$ cat config.mk
export PLATFORM = sky130hd
export DESIGN_NAME = imem_sync
export DESIGN_NICKNAME = d
export VERILOG_FILES = /design/src/rtl/imem_sync.sv
export SDC_FILE = /design/constraint.sdc
export NUM_CORES = 2
export LEC_CHECK = 0
export ABC_AREA = 1
export ABC_CLOCK_PERIOD_IN_PS = 4300
export CAP_MARGIN = 15
export CORE_MARGIN = 2
export CORE_UTILIZATION = 44
export CTS_BUF_LIST = sky130_fd_sc_hd__clkbuf_2
export DETAILED_ROUTE_END_ITERATION = 10
export SLEW_MARGIN = 20
export SYNTH_ARGS = -nofsm -noshare
export SYNTH_HDL_FRONTEND = slang
export SYNTH_SLANG_ARGS = --single-unit
export TNS_END_PERCENT = 20
$ cat constraint.sdc
create_clock -name clk -period 4.3 [get_ports clk]
set_input_delay 0.43 -clock clk [delete_from_list [all_inputs] [get_ports clk]]
set_output_delay 0.43 -clock clk [all_outputs]
set_load 0.05 [all_outputs]
$ cat src/rtl/imem_sync.sv
// Synchronous instruction memory for the fetch stage: valid/ready fetch
// handshake, configurable wait states, programming port, fault reporting.
module imem_sync #(
    parameter int unsigned DATA_W      = 32,
    parameter int unsigned DEPTH       = 64,
    parameter int unsigned ADDR_W      = 32,
    parameter int unsigned WAIT_CYCLES = 0
) (
    input  logic              clk,
    input  logic              reset,
    input  logic              req_valid,
    output logic              req_ready,
    input  logic [ADDR_W-1:0] req_addr,
    output logic              rsp_valid,
    input  logic              rsp_ready,
    output logic [DATA_W-1:0] rsp_data,
    output logic              rsp_fault,
    input  logic              prog_we,
    input  logic [ADDR_W-1:0] prog_addr,
    input  logic [DATA_W-1:0] prog_wdata,
    output logic              prog_err
);

    localparam int unsigned IDX_W   = ADDR_W - 2;
    localparam int unsigned MEM_AW  = (DEPTH > 1) ? $clog2(DEPTH) : 1;
    localparam int unsigned CNT_W   = 4;
    localparam logic [CNT_W-1:0]  WAIT_CNT  = CNT_W'(WAIT_CYCLES);
    localparam logic [ADDR_W-1:0] DEPTH_LIM = ADDR_W'(DEPTH);

    typedef enum logic [1:0] {
        S_IDLE = 2'd0,
        S_WAIT = 2'd1,
        S_RESP = 2'd2
    } state_t;

    state_t             state_q, state_d;
    logic [CNT_W-1:0]   cnt_q, cnt_d;
    logic [DATA_W-1:0]  rsp_data_q;
    logic               rsp_fault_q;
    logic               prog_err_q;
    logic               accept;

    logic [DATA_W-1:0]  mem [DEPTH];

    logic [IDX_W-1:0]   req_idx;
    logic [IDX_W-1:0]   prog_idx;
    logic               req_bad;
    logic               prog_bad;

    // Address decode and fault classification for both ports
    always_comb begin
        req_idx  = req_addr[ADDR_W-1:2];
        prog_idx = prog_addr[ADDR_W-1:2];
        req_bad  = (req_addr[1:0] != 2'b00) || ({2'b00, req_idx} >= DEPTH_LIM);
        prog_bad = (prog_addr[1:0] != 2'b00) || ({2'b00, prog_idx} >= DEPTH_LIM);
    end

    // State register and wait counter
    always_ff @(posedge clk) begin
        if (reset) begin
            state_q <= S_IDLE;
            cnt_q   <= '0;
        end else begin
            state_q <= state_d;
            cnt_q   <= cnt_d;
        end
    end

    // Next-state logic; an accept always restarts the IDLE sequencing
    always_comb begin
        state_d = state_q;
        cnt_d   = cnt_q;
        case (state_q)
            S_IDLE: begin
                if (accept) begin
                    if (WAIT_CYCLES == 0) begin
                        state_d = S_RESP;
                    end else begin
                        state_d = S_WAIT;
                        cnt_d   = WAIT_CNT;
                    end
                end
            end
            S_WAIT: begin
                cnt_d = cnt_q - CNT_W'(1);
                if (cnt_q <= CNT_W'(1)) begin
                    state_d = S_RESP;
                end
            end
            S_RESP: begin
                if (rsp_ready) begin
                    if (accept) begin
                        if (WAIT_CYCLES == 0) begin
                            state_d = S_RESP;
                        end else begin
                            state_d = S_WAIT;
                            cnt_d   = WAIT_CNT;
                        end
                    end else begin
                        state_d = S_IDLE;
                    end
                end
            end
            default: begin
                state_d = S_IDLE;
                cnt_d   = '0;
            end
        endcase
    end

    // Handshake outputs; ready only looks at state and rsp_ready
    always_comb begin
        req_ready = 1'b0;
        rsp_valid = 1'b0;
        if (!reset) begin
            req_ready = (state_q == S_IDLE) || ((state_q == S_RESP) && rsp_ready);
        end
        rsp_valid = (state_q == S_RESP);
        accept    = req_valid && req_ready;
    end

    // Response capture at accept (read-before-write) and program error pulse
    always_ff @(posedge clk) begin
        if (reset) begin
            rsp_data_q  <= '0;
            rsp_fault_q <= 1'b0;
            prog_err_q  <= 1'b0;
        end else begin
            if (accept) begin
                rsp_fault_q <= req_bad;
                rsp_data_q  <= req_bad ? '0 : mem[req_idx[MEM_AW-1:0]];
            end
            prog_err_q <= prog_we && prog_bad;
        end
    end

    // Programming write port; contents are not touched by reset
    always_ff @(posedge clk) begin
        if (!reset && prog_we && !prog_bad) begin
            mem[prog_idx[MEM_AW-1:0]] <= prog_wdata;
        end
    end

    assign rsp_data  = rsp_data_q;
    assign rsp_fault = rsp_fault_q;
    assign prog_err  = prog_err_q;

endmodule

==> impl_results.html <==
<table>
<tr><th>Metric</th><th>Value</th></tr>
<tr><th colspan="2">Power</th></tr>
<tr><td>Final total power</td><td>38.2 mW</td></tr>
<tr><td>Combinational fraction of design power</td><td>7.5%</td></tr>
<tr><td>Power density over the cells</td><td>405 mW/mm^2</td></tr>
<tr><td>Internal power of the cells</td><td>28.2 mW</td></tr>
<tr><td>Switching fraction of total power</td><td>26.2%</td></tr>
<tr><td>Highest ir drop seen on vdd</td><td>304 uV</td></tr>
<tr><td>Part of the power in registers</td><td>58.2%</td></tr>
<tr><td>Leakage Power</td><td>34.0 nW</td></tr>
<tr><td>Net Switching</td><td>10.0 mW</td></tr>
<tr><td>Clock share of power</td><td>34.3%</td></tr>
<tr><th colspan="2">CTS</th></tr>
<tr><td>Root cell of the clock tree</td><td>sky130_fd_sc_hd__clkbuf_2</td></tr>
<tr><td>CTS tree</td><td>yes</td></tr>
<tr><td>Sinks on Clock Net</td><td>2,083</td></tr>
<tr><td>Number of levels in the clock H-tree</td><td>6</td></tr>
<tr><td>Clock transition at the registers of the reported paths</td><td>0.10 ns</td></tr>
<tr><td>Clock insertion delay at the later pin of the skew report</td><td>1.88 ns</td></tr>
<tr><td>Clock Tree Buf Depth</td><td>4</td></tr>
<tr><td>Inserted Clock Buffers</td><td>549</td></tr>
<tr><th colspan="2">Yosys</th></tr>
<tr><td>EDFF count, synth</td><td>2,048</td></tr>
<tr><td>Cell with the most instances after synthesis</td><td>sky130_fd_sc_hd__nand2_1</td></tr>
<tr><td>Synthesized netlist cell count</td><td>6,895</td></tr>
<tr><td>Portion of synthesized cell area occupied by the leading cell type</td><td>73.7%</td></tr>
<tr><td>Distinct cell type count after synthesis</td><td>20</td></tr>
<tr><td>Summed instance area of the synthesized netlist</td><td>0.0834 mm^2</td></tr>
<tr><td>FFs w/ async S/R, synth</td><td>0%</td></tr>
<tr><td>Mean post-synth cell area</td><td>12.1 um^2</td></tr>
<tr><td>Register bit total from synthesis</td><td>2,083</td></tr>
<tr><td>Most common library cells after synthesis</td><td>sky130_fd_sc_hd__nand2_1, sky130_fd_sc_hd__edfxtp_1, sky130_fd_sc_hd__nand3_1</td></tr>
<tr><td>Sequential share of the synthesized area</td><td>74.6%</td></tr>
<tr><td>Library cell with the largest summed area after synthesis</td><td>sky130_fd_sc_hd__edfxtp_1</td></tr>
<tr><td>Net count after synthesis</td><td>6,996</td></tr>
<tr><td>Most used flip-flop cell after synthesis</td><td>sky130_fd_sc_hd__edfxtp_1</td></tr>
<tr><td>Number of warning messages in the yosys log</td><td>0</td></tr>
<tr><td>Dominant cells by area after synthesis</td><td>sky130_fd_sc_hd__edfxtp_1, sky130_fd_sc_hd__nand3_1, sky130_fd_sc_hd__nand2_1</td></tr>
<tr><th colspan="2">Final layout</th></tr>
<tr><td>Post-route cell area</td><td>0.0943 mm^2</td></tr>
<tr><td>Fraction of layout instances using a drive strength above 1</td><td>14.8%</td></tr>
<tr><td>Growth of design area from synthesis to finish</td><td>13.1%</td></tr>
<tr><td>Sequential standard cell area</td><td>0.0622 mm^2</td></tr>
<tr><td>Fillcell total</td><td>16,566</td></tr>
<tr><td>Area occupied by multi-input gates</td><td>0.0192 mm^2</td></tr>
<tr><td>Final core utilization</td><td>50.2%</td></tr>
<tr><td>Final Instance Count excl. Fillers</td><td>10,311</td></tr>
<tr><td>Number of nets in the final layout</td><td>7,587</td></tr>
<tr><th colspan="2">Die</th></tr>
<tr><td>Die footprint</td><td>0.193 mm^2</td></tr>
<tr><td>Chip Height</td><td>439 um</td></tr>
<tr><td>Total core area</td><td>0.188 mm^2</td></tr>
<tr><td>Num ports</td><td>137</td></tr>
<tr><td>Row count</td><td>159</td></tr>
<tr><td>Effective utilization at floorplan</td><td>44.4%</td></tr>
<tr><td>Width of the die</td><td>439 um</td></tr>
<tr><th colspan="2">Global route</th></tr>
<tr><td>Number of antenna violations at the first check in global routing</td><td>12</td></tr>
<tr><td>First-pass GRT wire length</td><td>369 mm</td></tr>
<tr><td>GRT overflow</td><td>0</td></tr>
<tr><td>Largest net degree at the start of global routing</td><td>133</td></tr>
<tr><td>Via count of the first global-routing pass</td><td>54,124</td></tr>
<tr><td>Global routing usage summed across all routing layers</td><td>26.2%</td></tr>
<tr><th colspan="2">Timing</th></tr>
<tr><td>Final TNS setup</td><td>0 ns</td></tr>
<tr><td>Final setup skew</td><td>0.188 ns</td></tr>
<tr><td>Min Tclk post-route</td><td>4.21 ns</td></tr>
<tr><td>Worst Tran Pin Value</td><td>1.27 ns</td></tr>
<tr><td>Portion of the clock cycle consumed by the worst path in the final layout</td><td>98.0%</td></tr>
<tr><td>Tightest hold margin</td><td>0.206 ns</td></tr>
<tr><td>Max_slew headroom</td><td>15.4%</td></tr>
<tr><td>Unrepaired setup endpoints after global routing</td><td>no</td></tr>
<tr><td>Worst Slack Setup Final</td><td>0.0856 ns</td></tr>
<tr><td>Highest achievable clock rate</td><td>237 MHz</td></tr>
<tr><td>Endpoints failing setup</td><td>0</td></tr>
<tr><td>Final number of hold-violating endpoints</td><td>0</td></tr>
<tr><td>Number of pins with negative max-slew slack in the final report</td><td>0</td></tr>
<tr><th colspan="2">Setup path</th></tr>
<tr><td>Kind of end point of the critical path</td><td>flip-flop</td></tr>
<tr><td>Data required time of the worst path</td><td>6.02 ns</td></tr>
<tr><td>Worst setup path class</td><td>in -&gt; reg</td></tr>
<tr><td>Worst Setup Start Kind</td><td>primary input</td></tr>
<tr><td>Largest driver fanout on the critical path</td><td>68</td></tr>
<tr><td>Crit path arrival time</td><td>5.94 ns</td></tr>
<tr><th colspan="2">Place</th></tr>
<tr><td># port buffers</td><td>136</td></tr>
<tr><td>Final RePlAce weighted congestion</td><td>0.997</td></tr>
<tr><td>Worst slack at placement</td><td>0.570 ns</td></tr>
<tr><td>Cells after DPL</td><td>9,271</td></tr>
<tr><td>Estimated wirelength of the detail-placed design</td><td>146 mm</td></tr>
<tr><td>Post-detailed-placement cell area</td><td>0.0879 mm^2</td></tr>
<tr><th colspan="2">Route</th></tr>
<tr><td>Initial detailed-routing violation count</td><td>8,073</td></tr>
<tr><td>Number of remaining DRC errors</td><td>0</td></tr>
<tr><td>Routed wirelength normalized by instance count</td><td>25.0 um</td></tr>
<tr><td>Total via count after detailed routing</td><td>57,673</td></tr>
<tr><td>Wirelength, routed</td><td>257 mm</td></tr>
<tr><td>Routed vias/inst</td><td>5.59</td></tr>
<tr><td>First-pass iteration count of the detailed router</td><td>8</td></tr>
<tr><td>Number of nets still failing antenna checks after routing</td><td>0</td></tr>
<tr><th colspan="2">Flow run</th></tr>
<tr><td>Number of max-capacitance violations reported</td><td>0</td></tr>
<tr><th colspan="2">Outcome</th></tr>
<tr><td>Status</td><td>finished clean</td></tr>
<tr><th colspan="2">Worst hold path</th></tr>
<tr><td>Min-delay worst type</td><td>in -&gt; reg</td></tr>
</table>
==> routing by layer <==
metal	global-route usage [%]	wire length, um
met1	37.1	105000
met2	38.7	115000
met3	6.16	26300
met4	11.8	10900
met5	0	0
==> cells in the final DEF, fill, tap and decap left out <==
cell | synthesis | final
sky130_fd_sc_hd__a21oi_1 | 37 | 37
sky130_fd_sc_hd__buf_12 | 0 | 55
sky130_fd_sc_hd__buf_16 | 0 | 10
sky130_fd_sc_hd__buf_2 | 248 | 26
sky130_fd_sc_hd__buf_4 | 87 | 161
sky130_fd_sc_hd__buf_6 | 3 | 3
sky130_fd_sc_hd__buf_8 | 0 | 2
sky130_fd_sc_hd__bufinv_16 | 0 | 7
sky130_fd_sc_hd__clkbuf_2 | 0 | 797
sky130_fd_sc_hd__clkdlybuf4s50_1 | 0 | 97
sky130_fd_sc_hd__clkinv_1 | 1 | 51
sky130_fd_sc_hd__clkinv_16 | 0 | 1
sky130_fd_sc_hd__clkinv_2 | 0 | 2
sky130_fd_sc_hd__clkinvlp_4 | 0 | 1
sky130_fd_sc_hd__dfxtp_1 | 35 | 35
sky130_fd_sc_hd__diode_2 | 0 | 8
sky130_fd_sc_hd__dlygate4sd3_1 | 0 | 135
sky130_fd_sc_hd__dlymetal6s4s_1 | 0 | 1
sky130_fd_sc_hd__edfxtp_1 | 2048 | 2048
sky130_fd_sc_hd__inv_1 | 46 | 45
sky130_fd_sc_hd__inv_2 | 3 | 16
sky130_fd_sc_hd__inv_6 | 0 | 1
sky130_fd_sc_hd__inv_8 | 0 | 3
sky130_fd_sc_hd__nand2_1 | 2231 | 2231
sky130_fd_sc_hd__nand3_1 | 1929 | 1929
sky130_fd_sc_hd__nand3b_1 | 3 | 3
sky130_fd_sc_hd__nand4_1 | 4 | 4
sky130_fd_sc_hd__nor2_1 | 95 | 29
sky130_fd_sc_hd__nor2_2 | 1 | 2
sky130_fd_sc_hd__nor2_4 | 0 | 65
sky130_fd_sc_hd__nor3_1 | 1 | 1
sky130_fd_sc_hd__nor4_1 | 8 | 8
sky130_fd_sc_hd__or2_2 | 2 | 2
==> power groups by stage <==
stage               registers (mW)  logic (mW)  clock network, mW
floorplan                     22.7        1.31                  0
global placement              22.7        2.62                  0
detailed placement            22.7        2.64                  0
CTS                           22.2        2.82               13.4
global route                  22.3        3.04               14.3
finish                        22.2        2.88               13.1
==> cells by family (layout without fill, tap and decap cells) <==
family	after synthesis	count (layout)	share of synthesized area, %
other	0	8	0
flip-flops	2083	2083	74.6
AND/OR/NAND/NOR	4274	4274	22.2
buffers and inverters	501	1414	3.04
AO/OA/AOI/OAI	37	37	0.222
==> final timing paths <==
check / from / end / slack (ns) / cells past startpoint
setup / recovery: req_addr[2] / rsp_data[15]$_SDFFE_PP0P_ / 0.09 / 18
hold / removal: req_addr[2] / rsp_data[1]$_SDFFE_PP0P_ / 0.21 / 10
setup reg to reg: mem[43][15]$_DFFE_PP_ / rsp_data[15]$_SDFFE_PP0P_ / 0.22 / 13
hold reg to reg: rsp_data[23]$_SDFFE_PP0P_ / rsp_data[23]$_SDFFE_PP0P_ / 0.47 / 2
==> registers in the layout, summed over array words and instances, names as in the netlist <==
| register | flops |
|---|---|
| mem | 2048 |
| prog_err | 1 |
| rsp_data | 32 |
| rsp_fault | 1 |
| state_q | 1 |
==> final cells by class <==
type,instances,area share (%)
multi-input combinational,4311,20.3
clock buffer,797,4.23
sequential,2083,65.9
clock inverter,76,0.504
timing repair buffer,490,5.42
antenna,8,0.0212
tap,2495,3.31
timing repair inverter,1,0.0119
inverter,50,0.248
==> what timing repair did <==
action                                   CTS  global route
hold buffers                             159             0
buffers inserted                           0             0
endpoints found under the setup margin     0            17
endpoints found under the hold margin   3661             0
resized for setup                          0             9
==> worst max-delay path: stages <==
cell and delay (ns):
sky130_fd_sc_hd__dlygate4sd3_1 0.57, sky130_fd_sc_hd__buf_12 0.28, sky130_fd_sc_hd__clkinv_16 0.26, sky130_fd_sc_hd__buf_16 0.31, sky130_fd_sc_hd__buf_12 0.24, sky130_fd_sc_hd__nand2_1 0.11
sky130_fd_sc_hd__nand3_1 0.07, sky130_fd_sc_hd__nand3_1 0.11, sky130_fd_sc_hd__dlygate4sd3_1 0.57, sky130_fd_sc_hd__nand3_1 0.07, sky130_fd_sc_hd__dlygate4sd3_1 0.57, sky130_fd_sc_hd__nand3_1 0.11
sky130_fd_sc_hd__dlygate4sd3_1 0.62, sky130_fd_sc_hd__nand3_1 0.09, sky130_fd_sc_hd__dlygate4sd3_1 0.58, sky130_fd_sc_hd__nand3_1 0.08, sky130_fd_sc_hd__a21oi_1 0.07, sky130_fd_sc_hd__dlygate4sd3_1 0.57
Note: power is estimated with default switching activity, not from simulation.
